File: src/rtl/arm_div.sv
// arm_div: iterative restoring integer divider with a request/response handshake.
// Each divide takes WIDTH cycles. A divide by zero takes 1 cycle.
// Results are quotient, remainder and {N,Z,V,C} flags in the MAC flag order.
//
// Ports:
//   clk          rising-edge clock
//   rst_b        asynchronous active-low reset
//   div_start    request valid; accepted when div_start && div_ready
//   div_ready    high only while idle
//   div_signed   1 = two's-complement divide, 0 = unsigned
//   div_dividend dividend, sampled on the accept edge
//   div_divisor  divisor, sampled on the accept edge
//   div_flush    synchronous abort; wins over start and ack
//   div_valid    result valid, held until div_ack
//   div_ack      consumer takes the result
//   div_quot     quotient
//   div_rem      remainder
//   div_cpsr     {N,Z,V,C}
module arm_div #(
    parameter int unsigned WIDTH = 32
) (
    input  logic             clk,
    input  logic             rst_b,
    input  logic             div_start,
    output logic             div_ready,
    input  logic             div_signed,
    input  logic [WIDTH-1:0] div_dividend,
    input  logic [WIDTH-1:0] div_divisor,
    input  logic             div_flush,
    output logic             div_valid,
    input  logic             div_ack,
    output logic [WIDTH-1:0] div_quot,
    output logic [WIDTH-1:0] div_rem,
    output logic [3:0]       div_cpsr
);

    localparam int unsigned CW = $clog2(WIDTH);

    typedef enum logic [1:0] {IDLE, RUN, DONE} state_t;

    state_t           state, state_nxt;
    logic [WIDTH-1:0] q_r;        // dividend shifting out, quotient shifting in
    logic [WIDTH-1:0] r_r;        // partial remainder, always < divisor magnitude
    logic [WIDTH-1:0] dvs_mag;
    logic             sign_a, sign_b, signed_op, div0, ovf;
    logic [CW-1:0]    iter;

    logic             accept, finish;
    logic [WIDTH-1:0] dvd_mag_in, dvs_mag_in;
    logic [WIDTH:0]   shifted, diff;
    logic             ge;
    logic [WIDTH-1:0] q_next, r_next;
    logic [WIDTH-1:0] quot_res, rem_res;
    logic             v_res;

    assign div_ready = (state == IDLE);
    assign accept    = (state == IDLE) && div_start && !div_flush;

    // Negating the most-negative value wraps back to 2^(WIDTH-1).
    // Read as unsigned, that is exactly its magnitude.
    assign dvd_mag_in = (div_signed && div_dividend[WIDTH-1]) ? -div_dividend : div_dividend;
    assign dvs_mag_in = (div_signed && div_divisor[WIDTH-1])  ? -div_divisor  : div_divisor;

    always_comb begin
        shifted = {r_r, q_r[WIDTH-1]};
        diff    = shifted - {1'b0, dvs_mag};
        // With the top shifted bit set, the value already exceeds any divisor.
        // Otherwise diff[WIDTH] is the borrow of the trial subtraction.
        ge      = shifted[WIDTH] | ~diff[WIDTH];
        r_next  = ge ? diff[WIDTH-1:0] : shifted[WIDTH-1:0];
        q_next  = {q_r[WIDTH-2:0], ge};
        finish  = (state == RUN) && (div0 || (iter == CW'(WIDTH-1)));

        if (div0) begin
            quot_res = '1;
            rem_res  = q_r;       // raw dividend is latched for this case
            v_res    = 1'b1;
        end else begin
            quot_res = (signed_op && (sign_a ^ sign_b)) ? -q_next : q_next;
            rem_res  = (signed_op && sign_a) ? -r_next : r_next;
            v_res    = ovf;
        end
    end

    always_ff @(posedge clk or negedge rst_b) begin
        if (!rst_b) state <= IDLE;
        else        state <= state_nxt;
    end

    always_comb begin
        state_nxt = state;
        if (div_flush) begin
            state_nxt = IDLE;
        end else begin
            case (state)
                IDLE:    if (div_start) state_nxt = RUN;
                RUN:     if (finish)    state_nxt = DONE;
                DONE:    if (div_ack)   state_nxt = IDLE;
                default: state_nxt = IDLE;
            endcase
        end
    end

    always_ff @(posedge clk or negedge rst_b) begin
        if (!rst_b) begin
            q_r       <= '0;
            r_r       <= '0;
            dvs_mag   <= '0;
            sign_a    <= 1'b0;
            sign_b    <= 1'b0;
            signed_op <= 1'b0;
            div0      <= 1'b0;
            ovf       <= 1'b0;
            iter      <= '0;
            div_quot  <= '0;
            div_rem   <= '0;
            div_cpsr  <= '0;
        end else if (accept) begin
            div0      <= (div_divisor == '0);
            q_r       <= (div_divisor == '0) ? div_dividend : dvd_mag_in;
            r_r       <= '0;
            dvs_mag   <= dvs_mag_in;
            sign_a    <= div_dividend[WIDTH-1];
            sign_b    <= div_divisor[WIDTH-1];
            signed_op <= div_signed;
            ovf       <= div_signed && (div_dividend == {1'b1, {(WIDTH-1){1'b0}}})
                         && (div_divisor == '1);
            iter      <= '0;
        end else if (state == RUN && !div_flush) begin
            q_r  <= q_next;
            r_r  <= r_next;
            iter <= iter + 1'b1;
            if (finish) begin
                div_quot <= quot_res;
                div_rem  <= rem_res;
                div_cpsr <= {quot_res[WIDTH-1], (quot_res == '0), v_res, 1'b0};
            end
        end
    end

    always_ff @(posedge clk or negedge rst_b) begin
        if (!rst_b)                         div_valid <= 1'b0;
        else if (div_flush)                 div_valid <= 1'b0;
        else if (finish)                    div_valid <= 1'b1;
        else if (state == DONE && div_ack)  div_valid <= 1'b0;
    end

endmodule

File: config.mk
export PLATFORM = sky130hd
export DESIGN_NAME = arm_div
export DESIGN_NICKNAME = d
export VERILOG_FILES = /design/src/rtl/arm_div.sv
export SDC_FILE = /design/constraint.sdc
export NUM_CORES = 1
export LEC_CHECK = 0
export BUFFER_PORTS_ARGS = -buffer_cell sky130_fd_sc_hd__buf_2
export CORE_ASPECT_RATIO = 0.6
export CORE_MARGIN = 2
export CORE_UTILIZATION = 30
export CTS_CLUSTER_SIZE = 24
export DETAILED_ROUTE_END_ITERATION = 7
export PLACE_DENSITY = 0.43
export REMOVE_ABC_BUFFERS = 1
export SYNTH_ARGS = -nofsm -noshare
export SYNTH_HDL_FRONTEND = slang
export SYNTH_SLANG_ARGS = --single-unit
File: constraint.sdc
create_clock -name clk -period 12.13 [get_ports clk]
set_input_delay 3.0325 -clock clk [delete_from_list [all_inputs] [get_ports clk]]
set_output_delay 3.0325 -clock clk [all_outputs]
set_load 0.05 [all_outputs]
; ---- Yosys cells after proc, flatten, opt, wreduce, memory -nomap -nowiden
; Index checks and enable logic that the tools add are counted.
[word_totals]
ff_bits = 176
latch_bits = 0
ramBits = 0
rom_bits = 0
inputBits = 70
out_inout_bits = 70
word_cells = 75
n_memories = 0
[classes]
addsub = 6
n_mul = 0
div_mod_pow = 0
n_lt_le_gt_ge = 0
eq_ne = 8
shifts = 0
muxes = 23
bitwise_logic = 4
n_reduce_logical = 20
[ops]
columns = cell, count
row1 = two-way mux 32 bit, 12
row2 = negation 32 bit, 4
row3 = == test 32 bit (second input constant), 2
row4 = zero test 32 bit, 2
row5 = subtractor 33 x 32 -> 33 bit, 1
row6 = logical AND 1 bit, 11
row7 = two-way mux 5 bit, 2
row8 = two-way mux 2 bit, 4
row9 = != test 3 bit (second input constant), 2
row10 = case mux 2 bit (3 select lines), 1
row11 = AND reduction 3 bit, 2
row12 = adder 5 x 1 -> 5 bit (second input constant), 1
row13 = == test 5 bit (second input constant), 1
row14 = two-way mux 1 bit, 4
row15 = != test 3 x 2 -> 1 bit (second input constant), 1
row16 = nonzero test 3 bit, 1
row17 = == test 2 x 1 -> 1 bit (second input constant), 1
row18 = == test 2 bit (second input constant), 1
row19 = zero test 2 bit, 1
row20 = NOT 1 bit, 2
row21 = nonzero test 2 bit, 1
row22 = zero test 1 bit, 1
row23 = logical OR 1 bit, 1
row24 = bitwise OR 1 bit, 1
row25 = XOR 1 bit, 1

; ---- Logic depth before layout (Yosys ltp)
; Gate-level depths: netlist (run 1).
[depth]
word_depth = 7
ltp_mapped = 24
mapped_depth_nobuf = 21

; ---- Worst setup path after synthesis (run 1)
; Ideal clock, no wire load.
[synth_path]
path_kind = input-to-reg
startpoint = input port div_divisor[0]
endpoint = register q_r[7]
setup_time_ps = 141
arrival_ps = 5524
required_time_ps = 11989
path_slack_ps = 6465
stages = 13
n_path_buf = 0
cell_sequence = inv_1 -> ha_1 -> nor3b_1 -> nand4b_1 -> or3_1 -> or3_1 -> or4_1 -> and2_1 -> nand2_1 -> nor2_1 -> xor2_1 -> nor2_1 -> a31oi_1
[synth_via]
elab_chain_cells = 3
[synth_rtl]
columns = item, line_no
row1 = from (decl), 28  ; input logic [WIDTH-1:0] div_divisor,
row2 = zero test 32 bit, 120  ; q_r <= (div_divisor == '0) ? div_dividend : dvd_mag_in;
row3 = two-way mux 32 bit, 120
row4 = two-way mux 32 bit, 118  ; end else if (accept) begin
row5 = to (signal assigned), 120
row6 = to (signal assigned), 130  ; q_r <= q_next;
row7 = to (decl), 42  ; logic [WIDTH-1:0] q_r;
; Every way passes these cells.
; A chain may end at the register's enable or synchronous reset.

; ---- Final worst setup path (run 1)
[layout_path]
startpoint = register r_r[28]
endpoint = register div_rem[30]
[layout_via]
elab_chain_cells = 7
[layout_rtl]
columns = item, line_no
row1 = from (decl), 43  ; logic [WIDTH-1:0] r_r;
row2 = from (signal assigned), 131  ; r_r <= r_next;
row3 = subtractor 33 x 32 -> 33 bit, 66  ; diff = shifted - {1'b0, dvs_mag};
row4 = NOT 1 bit, 69  ; ge = shifted[WIDTH] | ~diff[WIDTH];
row5 = bitwise OR 1 bit, 69
row6 = two-way mux 32 bit *, 70  ; r_next = ge ? diff[WIDTH-1:0] : shifted[WIDTH-1:0];
row7 = negation 32 bit, 80  ; rem_res = (signed_op && sign_a) ? -r_next : r_next;
row8 = two-way mux 32 bit *, 80
row9 = two-way mux 32 bit *, 74  ; if (div0) begin
row10 = to (signal assigned), 135  ; div_rem <= rem_res;
row11 = to (decl), 33  ; output logic [WIDTH-1:0] div_rem,
; Every way passes the cells marked *; elsewhere a longest branch is shown, timed or not.

==> impl_metrics.json, run 1 <==
{
  "outcome": "finished, final reports clean",
  "die_h_um": 165,
  "p_sw_w": 0.00179,
  "post_cts_buffers": 0,
  "cp.arrival_ns": 7.13,
  "layout.cells.non_filler": 2285,
  "min_from": "div_rem[7]",
  "netlist_area_um2": 12900,
  "ioPinCount": 140,
  "dp_cells": 2253,
  "dr_wl_met3_um": 2790,
  "maxCapViolCount": 0,
  "end_kind": "flip-flop",
  "critPathKind": "reg2reg",
  "ant_nets": 0,
  "min_period_over_period_pct": 55.7,
  "grt_usage_pct": 21.4,
  "tightest_slew_ns": 1.15,
  "n_fill_cell": 4509,
  "crit_path_top_delay_cell": "a2111oi_0",
  "core_area_um2": 42200,
  "fin_util_pct": 34.9,
  "synth_edf_count": 0,
  "irDropWorstVdd_uv": 187,
  "post_cts_resized": 0,
  "die_x_um": 272,
  "drive_gt1_share_pct": 13.6,
  "initial_core_util_pct": 30.7,
  "clkSinkCount": 175,
  "p_leak_nw": 6.39,
  "timing_hold_violations_final": 0,
  "grt_pass1_vias": 11900,
  "wl_per_cell_um": 20.8,
  "drt-pass1-iter-count": 5,
  "syn_avg_cell_area_um2": 7.99,
  "async_reset_ff_share_pct": 100,
  "max_stage_delay_ns": 0.76,
  "seq_power_share_pct": 23.9,
  "path_cells": "ha_1 -> a21o_1 -> a21o_1 -> a211oi_1 -> o211a_1 -> nand2_2 -> inv_1 -> buf_4 -> mux2i_1 -> ha_1 -> inv_1 -> a2111oi_0 -> o21ai_0 -> o41ai_2 -> nor4b_2 -> a31oi_1 -> xnor2_1 -> o21ai_0",
  "dp_hpwl_um": 35500,
  "top_layer": "met4",
  "yosysTopAreaCellShare_pct": 33.8,
  "io_buffers": 138,
  "num_rows": 58,
  "power_frac_comb_pct": 59.4,
  "synth_warnings": 0,
  "maxSlewHeadroom_pct": 22.8,
  "synth_top_flop_cell": "dfrtp_1",
  "pwr_density_cell_nw_per_um2": 241,
  "via_per_inst": 5.46,
  "ys_top_cells_by_area": "dfrtp_1 (34%), o21ai_0 (6.5%), nand2_1 (6.0%)",
  "dp_worst_setup_slack_ns": 5.36,
  "synth_area_leader_cell": "dfrtp_1",
  "syn2layout_area_growth_pct": 13.9,
  "final-setup-viol-count": 0,
  "ys_ff_latch": 175,
  "dieArea_um2": 44900,
  "design_area_um2": 14800,
  "overflow": 0,
  "fmax_mhz": 148,
  "cts_tree": "done",
  "grt_pass1_wl_um": 73200,
  "drcViolationCount": 0,
  "min_delay_path_depth": 2,
  "register_area_um2": 4380,
  "synth.top_cells.by_count": "nand2_1 (208), dfrtp_1 (175), o21ai_0 (169)",
  "clock_latency_ns": 0.46,
  "yosysSeqAreaShare_pct": 33.8,
  "gp_congestion": 0.854,
  "r2r_cells": 18,
  "fin_setup_tns_ns": 0,
  "clock_skew_ns": 0.0173,
  "synth.most_common_cell": "nand2_1",
  "antenna_found_initial": 1,
  "insertedDiodeCount": 0,
  "finalMaxSlewViolations": 0,
  "wl_met2_um": 19100,
  "ctsLongestPathBuffers": 2,
  "required_ns": 12.50,
  "regToRegSetupSlack_ns": 5.37,
  "syn_inst": 1621,
  "layout.nets": 1812,
  "wirelength_um": 47500,
  "drt_iter0_drc": 965,
  "dpl_cell_area_um2": 14100,
  "ys_types": 91,
  "drt-met1-wl_um": 25100,
  "clk_pin_slew_ns": 0.07,
  "final.setup.worst_slack_ns": 5.37,
  "vias": 12500,
  "clkPwrFrac_pct": 16.8,
  "htree_levels": 4,
  "cp-start-kind": "flip-flop",
  "numCtsBuffers": 17,
  "fin_crit_ns": 6.76,
  "cts_root_buffer": "clkbuf_16",
  "holdBufCountCts": 0,
  "grt_max_degree": 80,
  "hold_path.class": "reg2reg",
  "holdPathEnd": "div_rem[7]",
  "rsz0062_at_grt": "no",
  "p_int_w": 0.00177,
  "crit-reg2reg-launch": "r_r[28]",
  "swShare_pct": 50.2,
  "path_max_fanout": 39,
  "multi_input_area_um2": 8000,
  "r2r-end": "div_rem[30]"
}
## routing by layer
layer / GRT usage [%] / vias to the layer above
met2: 29.8 / 317
met1: 33.4 / 6155
met3: 4.13 / 24
li1: - / 5970
met4: 4.27 / 0
met5: 0 / -
## power groups by stage
stage | Clock (W) | Sequential (W) | Combinational [W]
after global routing | 0.000642 | 0.000868 | 0.00234
final | 0.000596 | 0.000849 | 0.00211
after detailed placement | 0 | 0.000858 | 0.00208
after floorplan | 0 | 0.000796 | 0.00150
after CTS | 0.000618 | 0.000849 | 0.00209
after global placement | 0 | 0.000860 | 0.00208
## state kept, by name, indices dropped and copies added (netlist names), 2 cells and up
name,cells
div_rem,32
div_quot,32
iter,5
state,2
q_r,32
div_cpsr,2
dvs_mag,32
r_r,32
## cell families (layout without fill, tap and decap cells)
| logic type | Yosys count | in the layout | synth area share, % |
|---|---|---|---|
| AND/OR/NAND/NOR | 582 | 582 | 21.8 |
| flip-flops | 175 | 175 | 33.8 |
| multiplexers | 33 | 33 | 2.57 |
| other | 1 | 1 | 0.0290 |
| adder cells (fa/ha/maj) | 40 | 40 | 3.92 |
| buffers and inverters | 151 | 245 | 4.67 |
| XOR/XNOR | 140 | 140 | 9.47 |
| AO/OA/AOI/OAI | 499 | 499 | 23.7 |
## critical path: cells and delay by family, from the launching register on
family / cells / cell delay [ns]
AO/OA/AOI/OAI: 9 / 3.74
AND/OR/NAND/NOR: 2 / 0.74
adder cells (fa/ha/maj): 2 / 0.69
buffers and inverters: 3 / 0.57
flip-flops: 1 / 0.41
multiplexers: 1 / 0.35
XOR/XNOR: 1 / 0.15
## worst max-delay path by stage
stage | from | end | slack [ns] | cells past startpoint
floorplan | div_flush | div_cpsr[2] | 4.60 | 10
global placement | div_divisor[0] | q_r[7] | 5.37 | 14
detailed placement | div_divisor[0] | q_r[7] | 5.36 | 14
CTS | q_r[31] | div_rem[28] | 5.59 | 21
global route | q_r[31] | div_rem[30] | 4.91 | 21
finish | r_r[28] | div_rem[30] | 5.37 | 18
## metrics by stage
step	power (W)	hold WS [ns]
2_1_floorplan	0.00230	0.450
3_3_place_gp	0.00294	0.460
3_5_place_dp	0.00294	0.464
4_1_cts	0.00356	0.483
5_1_grt	0.00385	0.500
6_report	0.00356	0.473
## cell usage in the layout, fill, tap and decap left out, types with 18 or more instances in the layout
cell type / Yosys / layout
ha_1: 39 / 39
o31ai_1: 20 / 20
or3_1: 28 / 28
a31oi_1: 33 / 33
nor2_1: 151 / 148
nand2_1: 208 / 207
inv_1: 55 / 55
xor2_1: 67 / 67
dfrtp_1: 175 / 175
nor3_1: 37 / 37
a21oi_1: 130 / 130
and3_1: 19 / 18
buf_2: 18 / 137
nand3_1: 28 / 26
o21ai_0: 169 / 169
buf_4: 2 / 20
mux2i_1: 31 / 31
xnor2_1: 73 / 73
## cell type report
class	count	area share [%]
timing repair buffer	158	5.76
clock inverter	12	1.09
inverter	55	1.40
sequential	175	29.7
tap	570	4.83
multi-input combinational	1295	54.2
clock buffer	20	3.03
No activity file was read; power rests on OpenSTA's default activity.
==> run 2: changes to the inputs <==
==> constraint.sdc (replaced) <==
create_clock -name clk -period 6.4 [get_ports clk]
set_input_delay 1.6 -clock clk [delete_from_list [all_inputs] [get_ports clk]]
set_output_delay 1.6 -clock clk [all_outputs]
set_load 0.05 [all_outputs]
==> run 2 against run 1 <==
Against the previous run:
- wire length about the same
- sequential power grew 90%
- critical path depth increased by 1
- via count increased by 0.72%
- non-clock buffer count increased by 4
- highest routed layer unchanged
==> impl_metrics.json, run 2 (synthesis results as in run 1) <==
{
  "outcome": "finished, final reports clean",
  "maxCapViolCount": 0,
  "die_x_um": 272,
  "overflow": 0,
  "layout_common_cells": "nand2_1 (207), dfrtp_1 (175), o21ai_0 (169)",
  "wl_per_cell_um": 20.8,
  "critPathKind": "reg2reg",
  "post_cts_resized": 0,
  "drcViolationCount": 0,
  "drt-pass1-iter-count": 6,
  "timing_hold_violations_final": 0,
  "clock_latency_ns": 0.46,
  "post_cts_buffers": 0,
  "crit-reg2reg-launch": "r_r[28]",
  "wirelength_um": 47500,
  "required_ns": 6.78,
  "layout_commonest_cell": "nand2_1",
  "cts_tree": "done",
  "numCtsBuffers": 17,
  "grt_usage_pct": 21.2,
  "rsz0062_at_grt": "no",
  "holdBufCountCts": 0,
  "layout.nets": 1816,
  "maxSlewHeadroom_pct": 12.3,
  "min_from": "div_rem[6]",
  "ant_nets": 0,
  "dieArea_um2": 44900,
  "end_kind": "flip-flop",
  "cp-start-kind": "flip-flop",
  "holdPathEnd": "div_rem[6]",
  "drt_iter0_drc": 1119,
  "insertedDiodeCount": 0,
  "pwr_density_cell_nw_per_um2": 463,
  "fin_crit_ns": 5.73,
  "num_rows": 58,
  "grt_pass1_wl_um": 72200,
  "whs_ns": 0.471,
  "via_per_inst": 5.49,
  "max_stage_delay_ns": 0.76,
  "clkSinkCount": 175,
  "antenna_found_initial": 4,
  "clock_skew_ns": 0.0154,
  "io_buffers": 138,
  "crit_start": "r_r[28]",
  "cp.arrival_ns": 6.11,
  "dp_hpwl_um": 36200,
  "path_max_fanout": 6,
  "grt_pass1_vias": 11400,
  "r2r-end": "div_rem[28]",
  "drive_gt1_share_pct": 14.0,
  "ioPinCount": 140,
  "clk_pin_slew_ns": 0.08,
  "fmax_mhz": 175,
  "crit_family": "compound AO/OA/AOI/OAI gates",
  "r2r_cells": 19,
  "initial_core_util_pct": 30.7,
  "crit_path_top_delay_cell": "a211oi_1",
  "p_leak_nw": 6.44,
  "die_h_um": 165,
  "ctsLongestPathBuffers": 2,
  "grt_max_degree": 80,
  "n_fill_cell": 4455,
  "cts_root_buffer": "clkbuf_16",
  "final-setup-viol-count": 0,
  "hold_path.class": "reg2reg",
  "htree_levels": 4,
  "syn2layout_area_growth_pct": 14.6,
  "min_delay_path_depth": 2,
  "tightest_slew_ns": 1.31,
  "fin_setup_tns_ns": 0,
  "path_cells": "ha_1 -> a21o_1 -> a21o_1 -> a211oi_1 -> o211a_1 -> nand2_2 -> inv_1 -> mux2i_1 -> ha_1 -> inv_1 -> a2111oi_0 -> buf_4 -> o21ai_0 -> o41ai_2 -> buf_4 -> nor4b_2 -> a31oi_1 -> xnor2_1 -> o21ai_0",
  "regToRegSetupSlack_ns": 0.67,
  "core_area_um2": 42200,
  "gp_congestion": 0.873,
  "irDropWorstVdd_uv": 178,
  "vias": 12600,
  "finalMaxSlewViolations": 0,
  "min_period_over_period_pct": 89.5,
  "critical_path.n_buffers_inverters": 4
}
==> run 2: how the worst max path moves through the flow <==
stage          depth (start not counted)           to  slack (ns)
2_1_floorplan                         10  div_cpsr[2]        0.30
3_3_place_gp                          19  div_rem[28]        0.81
3_5_place_dp                          22  div_rem[28]        0.86
4_1_cts                               22  div_rem[28]        0.77
5_1_grt                               22  div_rem[28]        0.26
6_report                              19  div_rem[28]        0.67
==> run 2: power by group <==
group,total (W),internal (W),switching [W]
Clock,0.00123,0.000701,0.000530
Sequential,0.00161,0.00130,0.000313
Combinational,0.00403,0.00144,0.00260
Total,0.00687,0.00343,0.00344
==> run 2: tightest hold or removal path: stages, from the launching register on <==
cell and delay [ns]:
dfrtp_1 0.34, nand2_1 0.04, o21ai_0 0.05
==> run 2: layout make-up <==
class / instances / area (µm²) / share of cell area [%]
inverters: 55 / 206 / 1.39
flip-flops and latches: 175 / 4380 / 29.5
multi-input cells: 1295 / 8000 / 53.9
well taps: 570 / 713 / 4.81
clock buffers: 17 / 425 / 2.87
repair buffers: 162 / 880 / 5.93
clock inverters: 15 / 233 / 1.57
==> run 2: metal layers <==
metal,up-vias,part of all wire (%),GRT usage [%]
met3,25,6.1,3.20
li1,5993,-,-
met1,6175,53,34.2
met4,0,0.85,3.72
met2,363,40,29.3
met5,-,0,0
==> run 2: through the flow <==
stage	total power [W]	util, %	cells	setup WS (ns)	area, µm²
finish	0.00687	35.1	2289	0.671	14800
CTS	0.00685	35.1	2289	0.770	14800
global route	0.00740	35.1	2289	0.261	14800
detailed placement	0.00559	33.6	2257	0.862	14200
global placement	0.00561	33.6	2257	0.811	14200
floorplan	0.00435	-	1525	0.301	12600
==> run 3: changes to the inputs <==
--- a/config.mk
+++ b/config.mk
@@ -5,6 +5,7 @@
 export SDC_FILE = /design/constraint.sdc
 export NUM_CORES = 1
 export LEC_CHECK = 0
+export ABC_AREA = 1
 export BUFFER_PORTS_ARGS = -buffer_cell sky130_fd_sc_hd__buf_2
 export CORE_ASPECT_RATIO = 0.6
 export CORE_MARGIN = 2
==> run 3 against run 2 <==
Against the previous run:
- setup slack improved by 0.54 ns
- sequential power rose by 15%
- die area up 4.8%
- clock-buffer cell count increased by 2
- largest power group unchanged
- maximum frequency grew 10%
- design area grew 4.1%
==> impl_metrics.json, run 3 <==
{
  "path_max_fanout": 42,
  "io_buffers": 138,
  "critical_path.n_buffers_inverters": 3,
  "cts_tree": "done",
  "synth.most_common_cell": "nand2_1",
  "wl_per_cell_um": 19.8,
  "crit_end": "div_cpsr[2]",
  "overflow": 0,
  "drcViolationCount": 0,
  "fin_crit_ns": 5.19,
  "drt_iter0_drc": 1402,
  "seq_power_share_pct": 21.7,
  "clock_skew_ns": 0.0156,
  "irDropWorstVdd_uv": 190,
  "layout_common_cells": "nand2_1 (649), inv_1 (264), nor2_1 (209)",
  "r2r_cells": 24,
  "fin_setup_tns_ns": 0,
  "yosysTopAreaCellShare_pct": 32.2,
  "outcome": "finished, final reports clean",
  "post_cts_buffers": 0,
  "insertedDiodeCount": 0,
  "layout_commonest_cell": "nand2_1",
  "rsz0062_at_grt": "no",
  "htree_levels": 4,
  "fmax_mhz": 193,
  "num_rows": 60,
  "timing_hold_violations_final": 0,
  "syn2layout_area_growth_pct": 13.6,
  "grt_pass1_vias": 13100,
  "regToRegSetupSlack_ns": 1.21,
  "initial_core_util_pct": 30.4,
  "crit_start": "dvs_mag[31]",
  "synth_area_leader_cell": "dfrtp_1",
  "worstSetupPathDepth": 24,
  "maxCapViolCount": 0,
  "drive_gt1_share_pct": 11.7,
  "netlist_area_um2": 13600,
  "ant_nets": 0,
  "swShare_pct": 57.5,
  "synth_top_flop_cell": "dfrtp_1",
  "max_stage_delay_ns": 0.47,
  "synth_edf_count": 0,
  "post_cts_resized": 0,
  "grt_pass1_wl_um": 83900,
  "dp_hpwl_um": 44100,
  "ioPinCount": 140,
  "tightest_slew_ns": 1.04,
  "finalMaxSlewViolations": 0,
  "p_leak_nw": 8.13,
  "syn_avg_cell_area_um2": 6.45,
  "min_period_over_period_pct": 81.1,
  "numCtsBuffers": 17,
  "r2r-end": "div_cpsr[2]",
  "clkPwrFrac_pct": 14.1,
  "ys_ff_latch": 175,
  "path_cells": "inv_1 -> ha_1 -> nand2_1 -> inv_1 -> a21oi_1 -> nand2_1 -> a21oi_4 -> nand2_8 -> inv_2 -> ha_1 -> nand3_1 -> nor2_1 -> nand2_1 -> nor2_1 -> nor3_1 -> nor3_1 -> nand4_1 -> nor2_1 -> nand3_1 -> nor2_1 -> nand3_1 -> nor3_1 -> nand3_1 -> nand2_1",
  "critPathKind": "reg2reg",
  "hold_path.class": "reg2reg",
  "gp_congestion": 0.925,
  "ys_types": 56,
  "clkSinkCount": 175,
  "via_per_inst": 5.03,
  "antenna_found_initial": 1,
  "clock_latency_ns": 0.46,
  "dieArea_um2": 47100,
  "grt_usage_pct": 23.9,
  "wirelength_um": 55400,
  "crit_path_top_delay_cell": "a21oi_4",
  "layout.nets": 2314,
  "vias": 14100,
  "grt_max_degree": 93,
  "synth_warnings": 0,
  "clk_pin_slew_ns": 0.08,
  "whs_ns": 0.476,
  "ctsLongestPathBuffers": 2,
  "pwr_density_cell_nw_per_um2": 551,
  "cts_root_buffer": "clkbuf_16",
  "core_area_um2": 44700,
  "p_sw_w": 0.00489,
  "syn_inst": 2107,
  "die_h_um": 169,
  "holdBufCountCts": 0,
  "end_kind": "flip-flop",
  "drt-pass1-iter-count": 5,
  "power_frac_comb_pct": 64.2,
  "crit-reg2reg-launch": "dvs_mag[31]",
  "required_ns": 6.80,
  "cp-start-kind": "flip-flop",
  "die_x_um": 279,
  "maxSlewHeadroom_pct": 30.1,
  "synth.top_cells.by_count": "nand2_1 (650), inv_1 (264), nor2_1 (209)",
  "yosysSeqAreaShare_pct": 32.2,
  "p_int_w": 0.00361,
  "final-setup-viol-count": 0,
  "cp.arrival_ns": 5.59,
  "ys_top_cells_by_area": "dfrtp_1 (32%), nand2_1 (18%), inv_1 (7.3%)",
  "crit_family": "simple AND/OR/NAND/NOR gates",
  "async_reset_ff_share_pct": 100
}
-- run 3: cell types whose count changed after synthesis, moves of 28 or more --
cell,before,now
a21oi_1,130,76
a31oi_1,33,2
inv_1,55,264
mux2i_1,31,0
nand2_1,208,650
nand3_1,28,120
nor2_1,151,209
or3_1,28,0
xnor2_1,73,13
-- run 3: final cells by class --
cell class	instances	area, µm²
fill	4976	29300
multi-input combinational	1572	7810
sequential	175	4380
inverter	289	1090
timing repair buffer	149	782
tap	589	737
clock buffer	19	443
clock inverter	13	204
-- run 3: cells by family after synthesis --
logic type / count (synthesis) / synth area share [%]
DFF: 175 / 32.2
adders and majority gates: 40 / 3.74
other: 1 / 0.0276
and+or+nand+nor: 1101 / 34.2
AOI/OAI and AO/OA: 347 / 14.1
xor gates and xnor gates: 83 / 5.35
buffers and inverters: 360 / 10.4
-- run 3: metrics by stage --
stage	power (W)	utilization, %	cells	area, µm²	setup WS, ns
6_report	0.00850	34.5	2806	15400	1.21
5_1_grt	0.00924	34.5	2806	15400	0.701
4_1_cts	0.00846	34.5	2806	15400	1.37
3_5_place_dp	0.00723	33.1	2774	14800	1.39
3_3_place_gp	0.00725	33.1	2774	14800	1.44
2_1_floorplan	0.00559	-	2036	13300	0.0757
-- run 3: worst min path at each step --
stage	from	end	slack, ns	cells past startpoint
detailed placement	div_rem[11]	div_rem[11]	0.46	2
CTS	div_rem[11]	div_rem[11]	0.48	2
floorplan	dvs_mag[10]	dvs_mag[10]	0.45	2
global placement	div_rem[21]	div_rem[21]	0.46	2
global route	div_rem[19]	div_rem[19]	0.49	2
finish	div_rem[18]	div_rem[18]	0.48	2
-- run 3: per-layer routing --
layer / routed length [µm] / up-vias / global-route usage [%] / part of all wire, %
met2: 19900 / 520 / 29.9 / 36
met1: 29600 / 6668 / 38.7 / 53
met3: 5530 / 20 / 7.65 / 10
met5: 0 / - / 0 / 0
li1: - / 6914 / - / -
met4: 378 / 0 / 3.44 / 0.68
-- run 3: power groups by stage --
stage,combinational [W],sequential (W),clock (W)
2_1_floorplan,0.00311,0.00248,0
3_3_place_gp,0.00539,0.00186,0
3_5_place_dp,0.00537,0.00186,0
4_1_cts,0.00540,0.00184,0.00122
5_1_grt,0.00607,0.00190,0.00126
6_report,0.00546,0.00185,0.00119
-- run 3: worst reg2reg max path: stages (launching register included) --
cell and delay, ns:
dfrtp_1 0.36, inv_1 0.22, ha_1 0.33, nand2_1 0.11, inv_1 0.04, a21oi_1 0.14
nand2_1 0.11, a21oi_4 0.47, nand2_8 0.33, inv_2 0.48, ha_1 0.38, nand3_1 0.21
nor2_1 0.32, nand2_1 0.12, nor2_1 0.14, nor3_1 0.07, nor3_1 0.24, nand4_1 0.15
nor2_1 0.17, nand3_1 0.09, nor2_1 0.13, nand3_1 0.19, nor3_1 0.20, nand3_1 0.09
nand2_1 0.06
